<file path="config.mk">
export PLATFORM = sky130hd
export DESIGN_NAME = urxd_crc_bl_p_flat
export DESIGN_NICKNAME = d
export VERILOG_FILES = /design/src/rtl/urxd_crc_bl_p_if.sv /design/src/rtl/urxd_crc_bl_p.sv /design/src/flat_wrapper.sv
export SDC_FILE = /design/constraint.sdc
export NUM_CORES = 1
export LEC_CHECK = 0
export ABC_AREA = 1
export CORE_ASPECT_RATIO = 2
export CORE_UTILIZATION = 59
export CTS_CLUSTER_SIZE = 28
export DETAILED_ROUTE_END_ITERATION = 10
export PLACE_DENSITY = 0.85
export SETUP_SLACK_MARGIN = 0.2
export SLEW_MARGIN = 10
export SYNTH_ARGS = -nofsm -noshare
export SYNTH_HDL_FRONTEND = slang
export SYNTH_SLANG_ARGS = --single-unit
</file>
<file path="constraint.sdc">
create_clock -name clk -period 2.7 [get_ports clk]
set_input_delay 0.54 -clock clk [delete_from_list [all_inputs] [get_ports clk]]
set_output_delay 0.54 -clock clk [all_outputs]
set_load 0.005 [all_outputs]
</file>
<file path="src/rtl/urxd_crc_bl_p_if.sv">
// urxd_crc_bl_p_if: UART line plus block-receiver status/write bus
interface urxd_crc_bl_p_if #(parameter int ADR_W = 16, parameter int LEN_W = 8);
  logic             urxd;
  logic [7:0]       com;
  logic [LEN_W-1:0] lbl;
  logic [ADR_W-1:0] wr_adr;
  logic [7:0]       rx_dat;
  logic             ok_rx_byte;
  logic             ce_wr_dat;
  logic             en_rx_bl;
  logic [LEN_W-1:0] cb_byte;
  logic [15:0]      crc;
  logic             ok_rx_bl;
  logic             err_crc;
  logic             err_frame;
  modport master (input urxd, output com, lbl, wr_adr, rx_dat, ok_rx_byte, ce_wr_dat,
                  en_rx_bl, cb_byte, crc, ok_rx_bl, err_crc, err_frame);
  modport slave  (output urxd, input com, lbl, wr_adr, rx_dat, ok_rx_byte, ce_wr_dat,
                  en_rx_bl, cb_byte, crc, ok_rx_bl, err_crc, err_frame);
endinterface

</file>
<file path="src/rtl/urxd_crc_bl_p.sv">
// urxd_crc_bl_p: UART block receiver with CRC-16 check and write strobes; URXD_PARITY_EN adds even parity
module urxd_crc_bl_p #(
  parameter int          NT       = 434,
  parameter int          ADR_W    = 16,
  parameter int          LEN_W    = 8,
  parameter int          PAUSE    = 10,
  parameter logic [15:0] CRC_POLY = 16'hA001,
  parameter logic [15:0] CRC_INIT = 16'hFFFF
) (
  input logic clk,
  input logic rst,
  urxd_crc_bl_p_if.master bus
);
  localparam int AB = ADR_W / 8;
  localparam int CW = $clog2(NT);
  localparam int PW = $clog2(PAUSE + 1);
  localparam logic [2:0] IDLE  = 3'd0;
  localparam logic [2:0] START = 3'd1;
  localparam logic [2:0] DATA  = 3'd2;
`ifdef URXD_PARITY_EN
  localparam logic [2:0] PAR   = 3'd3;
`endif
  localparam logic [2:0] STOP  = 3'd4;
  localparam logic [2:0] BRK   = 3'd5;
  logic s0, s1, s2;
  logic [2:0] st;
  logic [CW-1:0] cnt;
  logic [2:0] bcnt;
  logic [PW-1:0] pcnt;
  logic [LEN_W-1:0] wr_cnt, lbl, cb;
  logic [7:0] com, rx_dat;
  logic [ADR_W-1:0] wr_adr;
  logic [15:0] crc;
  logic ok_rx_byte, en, ok_rx_bl, err_crc, err_frame;
`ifdef URXD_PARITY_EN
  logic par_err;
`endif
  logic fall, bit_end, half, bl_end, data_ph, ce, stop_ok;
  logic [15:0] crc_nx;
  always_comb begin
    fall    = s2 & ~s1;
    bit_end = cnt == CW'(NT - 1);
    half    = cnt == CW'(NT / 2);
    bl_end  = en && st == IDLE && pcnt == PW'(PAUSE);
    data_ph = cb >= LEN_W'(2 + AB);
    ce      = ok_rx_byte && data_ph && (com == 8'h00 || com == 8'h01) && wr_cnt < lbl;
    crc_nx  = {1'b0, crc[15:1]} ^ ((crc[0] ^ s1) ? CRC_POLY : 16'h0000);
`ifdef URXD_PARITY_EN
    stop_ok = s1 & ~par_err;
`else
    stop_ok = s1;
`endif
  end
  always_ff @(posedge clk) begin
    if (rst) begin
      {s0, s1, s2} <= 3'b111;
      st <= IDLE;
      cnt <= '0;
      bcnt <= '0;
      pcnt <= '0;
      wr_cnt <= '0;
      lbl <= '0;
      cb <= '0;
      com <= '0;
      rx_dat <= '0;
      wr_adr <= '0;
      crc <= CRC_INIT;
      {ok_rx_byte, en, ok_rx_bl, err_crc, err_frame} <= '0;
`ifdef URXD_PARITY_EN
      par_err <= 1'b0;
`endif
    end else begin
      s0 <= bus.urxd;
      s1 <= s0;
      s2 <= s1;
      {ok_rx_byte, ok_rx_bl, err_crc, err_frame} <= '0;
      cnt <= cnt + 1'b1;
      case (st)
        IDLE:
          if (fall) begin
            st <= START;
            cnt <= '0;
            pcnt <= '0;
          end else if (bit_end) begin
            cnt <= '0;
            if (en) pcnt <= pcnt + 1'b1;
          end
        START:
          if (half) begin
            st <= s1 ? IDLE : DATA;
            cnt <= '0;
            bcnt <= '0;
            if (!s1 && !en) begin
              en <= 1'b1;
              crc <= CRC_INIT;
            end
          end
        DATA:
          if (bit_end) begin
            cnt <= '0;
            rx_dat <= {s1, rx_dat[7:1]};
            crc <= crc_nx;
            bcnt <= bcnt + 1'b1;
`ifdef URXD_PARITY_EN
            if (bcnt == 3'd7) st <= PAR;
`else
            if (bcnt == 3'd7) st <= STOP;
`endif
          end
`ifdef URXD_PARITY_EN
        PAR:
          if (bit_end) begin
            cnt <= '0;
            par_err <= s1 ^ (^rx_dat);
            st <= STOP;
          end
`endif
        STOP:
          if (bit_end) begin
            cnt <= '0;
            if (stop_ok) begin
              ok_rx_byte <= 1'b1;
              st <= IDLE;
            end else begin
              err_frame <= 1'b1;
              en <= 1'b0;
              cb <= '0;
              st <= BRK;
            end
          end
        BRK: begin
          cnt <= s1 ? cnt + 1'b1 : '0;
          if (s1 && bit_end) begin
            cnt <= '0;
            st <= IDLE;
          end
        end
        default: st <= IDLE;
      endcase
      // field decode sees cb as it stood when the byte arrived
      if (ok_rx_byte) begin
        if (cb != '1) cb <= cb + 1'b1;
        if (cb == '0) begin
          com <= rx_dat;
          wr_cnt <= '0;
        end else if (cb == LEN_W'(1)) lbl <= rx_dat;
        else if (!data_ph) wr_adr <= (wr_adr << 8) | ADR_W'(rx_dat);
      end
      if (ce) begin
        wr_cnt <= wr_cnt + 1'b1;
        wr_adr <= wr_adr + 1'b1;
      end
      if (bl_end) begin
        en <= fall;
        cb <= '0;
        pcnt <= '0;
        if (crc == 16'h0000 && cb >= LEN_W'(4 + AB)) ok_rx_bl <= 1'b1;
        else err_crc <= 1'b1;
        if (fall) crc <= CRC_INIT;
      end
    end
  end
  assign bus.com        = com;
  assign bus.lbl        = lbl;
  assign bus.wr_adr     = wr_adr;
  assign bus.rx_dat     = rx_dat;
  assign bus.ok_rx_byte = ok_rx_byte;
  assign bus.ce_wr_dat  = ce;
  assign bus.en_rx_bl   = en;
  assign bus.cb_byte    = cb;
  assign bus.crc        = crc;
  assign bus.ok_rx_bl   = ok_rx_bl;
  assign bus.err_crc    = err_crc;
  assign bus.err_frame  = err_frame;
endmodule

</file>
<file path="src/flat_wrapper.sv">
// flat-port wrapper written by rule: the top's interface ports become plain ports
module urxd_crc_bl_p_flat 
#(
  parameter int          NT       = 434,
  parameter int          ADR_W    = 16,
  parameter int          LEN_W    = 8,
  parameter int          PAUSE    = 10,
  parameter logic [15:0] CRC_POLY = 16'hA001,
  parameter logic [15:0] CRC_INIT = 16'hFFFF
)
  (clk, rst, bus_urxd, bus_com, bus_lbl, bus_wr_adr, bus_rx_dat, bus_ok_rx_byte, bus_ce_wr_dat, bus_en_rx_bl, bus_cb_byte, bus_crc, bus_ok_rx_bl, bus_err_crc, bus_err_frame);
  urxd_crc_bl_p_if #(.ADR_W(ADR_W), .LEN_W(LEN_W)) bus_i ();
  input logic clk;
  input logic rst;
  input wire logic [$bits(bus_i.urxd)-1:0] bus_urxd;
  output wire logic [$bits(bus_i.com)-1:0] bus_com;
  output wire logic [$bits(bus_i.lbl)-1:0] bus_lbl;
  output wire logic [$bits(bus_i.wr_adr)-1:0] bus_wr_adr;
  output wire logic [$bits(bus_i.rx_dat)-1:0] bus_rx_dat;
  output wire logic [$bits(bus_i.ok_rx_byte)-1:0] bus_ok_rx_byte;
  output wire logic [$bits(bus_i.ce_wr_dat)-1:0] bus_ce_wr_dat;
  output wire logic [$bits(bus_i.en_rx_bl)-1:0] bus_en_rx_bl;
  output wire logic [$bits(bus_i.cb_byte)-1:0] bus_cb_byte;
  output wire logic [$bits(bus_i.crc)-1:0] bus_crc;
  output wire logic [$bits(bus_i.ok_rx_bl)-1:0] bus_ok_rx_bl;
  output wire logic [$bits(bus_i.err_crc)-1:0] bus_err_crc;
  output wire logic [$bits(bus_i.err_frame)-1:0] bus_err_frame;
  assign bus_i.urxd = bus_urxd;
  assign bus_com = bus_i.com;
  assign bus_lbl = bus_i.lbl;
  assign bus_wr_adr = bus_i.wr_adr;
  assign bus_rx_dat = bus_i.rx_dat;
  assign bus_ok_rx_byte = bus_i.ok_rx_byte;
  assign bus_ce_wr_dat = bus_i.ce_wr_dat;
  assign bus_en_rx_bl = bus_i.en_rx_bl;
  assign bus_cb_byte = bus_i.cb_byte;
  assign bus_crc = bus_i.crc;
  assign bus_ok_rx_bl = bus_i.ok_rx_bl;
  assign bus_err_crc = bus_i.err_crc;
  assign bus_err_frame = bus_i.err_frame;
  urxd_crc_bl_p #(.NT(NT), .ADR_W(ADR_W), .LEN_W(LEN_W), .PAUSE(PAUSE), .CRC_POLY(CRC_POLY), .CRC_INIT(CRC_INIT)) u_core (.clk(clk), .rst(rst), .bus(bus_i));
endmodule
</file>
# Word level (Yosys, flattened, before mapping)

Index checks and enable logic that the tools add are counted.
Widths: inputs -> output; s select.

Add/subtract/negate cells: 6
$mul: 0
Div/mod/pow operators: 0
$lt $le $gt $ge: 3
Equality and inequality tests: 24
Shift operators: 0
Multiplexer cells: 51
Bitwise operators: 9
Reductions and logical operators: 34

Operator list:

| cell                  | number |
|---|---|
| $mux 16               | 11 |
| $mux 8                | 8 |
| $mux 9                | 5 |
| $pmux 9 s4            | 1 |
| $pmux 16 s2           | 1 |
| $mux 3                | 9 |
| $add 16x1->16 const B | 1 |
| $add 8x1->8 const B   | 2 |
| $eq 8x1->1 const B    | 2 |
| $ge 8x3->1 const B    | 2 |
| $logic_not 16->1      | 1 |
| $logic_not 8->1       | 2 |
| $or 16x8->16          | 1 |
| $xor 15x16->16        | 1 |
| $pmux 3 s5            | 1 |
| $mux 4                | 3 |
| $ne 2x1->1 const B    | 6 |
| $reduce_bool 2->1     | 5 |
| $add 9x1->9 const B   | 1 |
| $eq 3x3->1 const B    | 3 |
| $eq 9x8->1 const B    | 1 |
| $eq 9x9->1 const B    | 1 |
| $mux 1                | 9 |
| $ne 3x1->1 const B    | 3 |
| 27 further kinds      | 47 |

Flip-flop bits (word level): 99
Bits in latches: 0
Memory bits (writable): 0
Memory bits (read-only): 0
Input port bits: 3
Output and inout port bits: 70
Word-level logic and storage cells: 146
Memories: 0

# Logic depth before layout (Yosys ltp)

Word-level depth: 7
Depth in mapped cells: 13
Mapped depth without buffers: 12

# Worst setup path after synthesis

OpenSTA, ideal clock, no wires.

Path type: reg-to-output
Start: reg u_core.lbl[7] (netlist: u_core.bus.lbl[7])
End: out bus_ce_wr_dat
Arrival time: 1.245 ns
Required time: 2.160 ns
Path slack: 0.915 ns
Stages on the path, launching flop included: 8
Path buffers: 0
Cell sequence: dfxtp_1 inv_1 ha_1 nand2_1 nand2_1 nor2_2 nand4_1 nor2_2

Cells in the longest elaborated chain, start to end: 2

Ends and longest elaborated chain:

| element                  | line                 | RTL |
|---|---|---|
| start: declaration       | urxd_crc_bl_p.sv:30  | `logic [LEN_W-1:0] wr_cnt, lbl, cb;` |
| start signal: assignment | urxd_crc_bl_p.sv:146 | `end else if (cb == LEN_W'(1)) lbl <= rx_dat;` |
| $lt 8x8->1               | urxd_crc_bl_p.sv:46  | `ce = ok_rx_byte && data_ph && (com == 8'h00 \|\| com == 8'h01) && wr_cnt < lbl;` |
| $logic_and 1x1->1        | urxd_crc_bl_p.sv:46  |  |
| end: declaration         | flat_wrapper.sv:21   | `output wire logic [$bits(bus_i.ce_wr_dat)-1:0] bus_ce_wr_dat;` |

No other way between the ends.

# Final worst setup path

Same ends and word-level chain as after synthesis.

==> results.toml <==
[timing]
final.min_clock_period_ns = 2.31
drv_slew = 0
maxSlewHeadroom_pct = 65.3
hold_ws_ns = 0.414
worst_slew_pin_slew_ns = 0.520
clock_skew_ns = 0.00828
final.period_utilization_pct = 85.4
setup_viol_count_final = 0
rsz0062_at_grt = "no"
fmax_ghz = 0.434
fin_tns_setup_ns = 0
hold_violations = 0

[synth]
ys_ff_latch = 99
synth_nets = 746
synth_top_area_share_pct = 38.2
yosysSeqAreaShare_pct = 38.2
ys_types = 43
syn_inst = 724
synth.area.top_cells = "dfxtp_1 38%, nand2_1 11%, nor2_1 6.7%"
synth_ff_type = "dfxtp_1"
synth.avg_cell_area_um2 = 7.17
synthTopCellsByCount = "150 x nand2_1, 99 x dfxtp_1, 93 x nor2_1, 81 x inv_1, 56 x nand3_1"
synthArstFlopShare_pct = 0
yosys_warnings = 0
synth_enable_flop_cells = 0
yosysMostFrequentCell = "nand2_1"
synth_area_um2 = 5190
yosysTopAreaCell = "dfxtp_1"

[drt]
wl_um = 14000
drtPass1Iterations = 5
routedWlPerCell_um = 15.5
vias_per_cell = 5.75
postRouteAntennaNets = 0
drcViolationCount = 0
dr_total_vias = 5191
initialDrtViolationCount = 619

[clock_network]
cts_buffer_depth = 2
cts.sinks = 99
cts_buffers = 9
cts_root_buffer = "clkbuf_16"
cts_tree = "done"
hold_buffers = 0
htreeDepth = 3
clk_pin_slew_ns = 0.07
clk_latency_ns = 0.34

[floorplan]
dieArea_um2 = 9210
io_pins = 73
core_area_um2 = 8590
die_h_um = 135
die_w_um = 68.3
num_rows = 48
start_util_pct = 60.5

[global_route]
grt-ovfl-total = 0
first_global_vias = 4924
grt_pass1_wl_um = 22300
antenna_found_initial = 0
grt_max_degree = 39
grt_use_total_pct = 31.8

[run_status]
status = "complete, no violations"

[pwr]
p_per_area_nw_per_um2 = 560
p_leak_uw = 0.00265
power_uw = 3540
ir_drop_mv = 0.588

[cells_and_area]
drive_above_1_share_pct = 7.98
instances_no_fill = 902
syn_to_final_growth_pct = 21.8
final_nets = 819
num_antenna_cells = 0
fillCellCount = 673

[critical_path]
crit_arrival_ns = 1.77
path_common_cell = "inv_1"
crit_slowest_cell = "dfxtp_1"
endpoint_kind = "output port"
cpPeakStageDelay_ns = 0.34
worst_ep_required_time_ns = 2.16
path_cells = "inv_1 -> ha_1 -> nand2_1 -> inv_1 -> nand3_1 -> a21oi_1 -> nor2_2 -> dlygate4sd2_1"
path_max_fanout = 2
start_kind = "flop"
crit_type = "reg2out"

[placed_design]
dp_hpwl_um = 10300
placed_cells = 885
gp_congestion = 0.854
numPortBuffers = 72

[flow_run]
maxCapViolations = 0

[min_path]
worstHoldPathType = "reg2reg"
[where the power goes]
group / leakage (µW) / switching (µW) / internal (µW)
sequential: 0.000799 / 54.4 / 1510
combinational: 0.00168 / 393 / 185
clock: 0.000163 / 563 / 839
total: 0.00265 / 1010 / 2530
[layer usage]
layer  part of all wire (%)  track usage (%)  up-vias
met4                    4.1             17.5        0
met5                      0                0        -
met3                    4.5             5.91       51
li1                       -                -     2519
met1                     36             32.0     2428
met2                     56             57.8      193
[flip-flops by register name (all words and copies together) (netlist names), 3 cells and up]
signal              cells
u_core.bcnt             3
u_core.bus.cb_byte      8
u_core.bus.com          8
u_core.bus.crc         16
u_core.bus.lbl          8
u_core.bus.rx_dat       8
u_core.bus.wr_adr      16
u_core.cnt              9
u_core.pcnt             4
u_core.st               3
u_core.wr_cnt           8
[logic make-up after synthesis]
logic type | Yosys count | synth area share (%)
buf+inv | 110 | 8.77
fa+ha+maj | 19 | 4.58
flops | 99 | 38.2
simple gates | 354 | 30.7
compound gates | 121 | 14.3
xor+xnor | 21 | 3.54
[final cells by class]
| class | count | area, µm² | area share (%) |
|---|---|---|---|
| clock buffer | 10 | 239 | 3.78 |
| clock inverter | 6 | 87.6 | 1.38 |
| inverter | 89 | 334 | 5.28 |
| multi-input combinational | 515 | 2760 | 43.6 |
| sequential | 99 | 1980 | 31.3 |
| tap | 100 | 125 | 1.98 |
| timing repair buffer | 83 | 802 | 12.7 |
[timing repair]
item	4_1_cts	5_1_grt
endpoints found under the setup margin	1	0
setup buffers	1	0
resized for setup	1	0
[worst max-delay path: cells and delay by family (launching register included)]
kind                     cells  cell delay (ns)
buffers and inverters        3             0.39
flip-flops                   1             0.34
adder cells (fa/ha/maj)      1             0.29
AND/OR/NAND/NOR              3             0.22
AO/OA/AOI/OAI                1             0.20
[through the flow]
stage	util [%]	setup WS, ns	instance area [µm²]
finish	73.7	0.394	6330
global route	73.7	0.244	6330
CTS	73.7	0.405	6330
detailed placement	69.8	0.484	5990
global placement	69.8	0.506	5990
floorplan	-	0.915	5190
[path summary, 6_finish.rpt]
kind	start	to	slack, ns	cells after the start
worst min-delay path	u_core.s0	u_core.s1	0.41	1
worst min register to register	u_core.s0	u_core.s1	0.41	1
worst max register to register	u_core.bus.lbl[7]	u_core.bus.wr_adr[1]	0.58	12
worst max-delay path	u_core.bus.lbl[7]	bus_ce_wr_dat	0.39	8
[layout by cell type, fill, tap and decap left out, types with 2 or more instances in the layout]
master           synthesis  layout
nor3_1                   6       6
or2_2                    2       2
o2111ai_1                6       6
a211oi_1                 8       8
o21ai_1                 14      14
nor2_4                   4       4
xnor2_1                  6       6
nand2_4                  3       3
xor2_1                  15      15
ha_1                    19      19
nand3_2                  3       3
o21ai_0                 34      34
nand2_1                150     150
dfxtp_1                 99      99
nor2_1                  93      93
bufinv_16                0       2
buf_4                    2      11
inv_1                   81      81
and2_1                   2       2
nand3_1                 56      56
clkdlybuf4s50_1          0      71
inv_2                    7       7
nand3b_1                 3       3
nand2_2                  3       3
nor2_2                   4       4
clkbuf_16                0       9
o211ai_2                 7       7
o211ai_1                 3       3
nand4_1                 16      16
a21oi_1                 44      44
nor4_1                   4       4
clkinv_2                 0       2
Note: power is estimated with default switching activity, not from simulation.
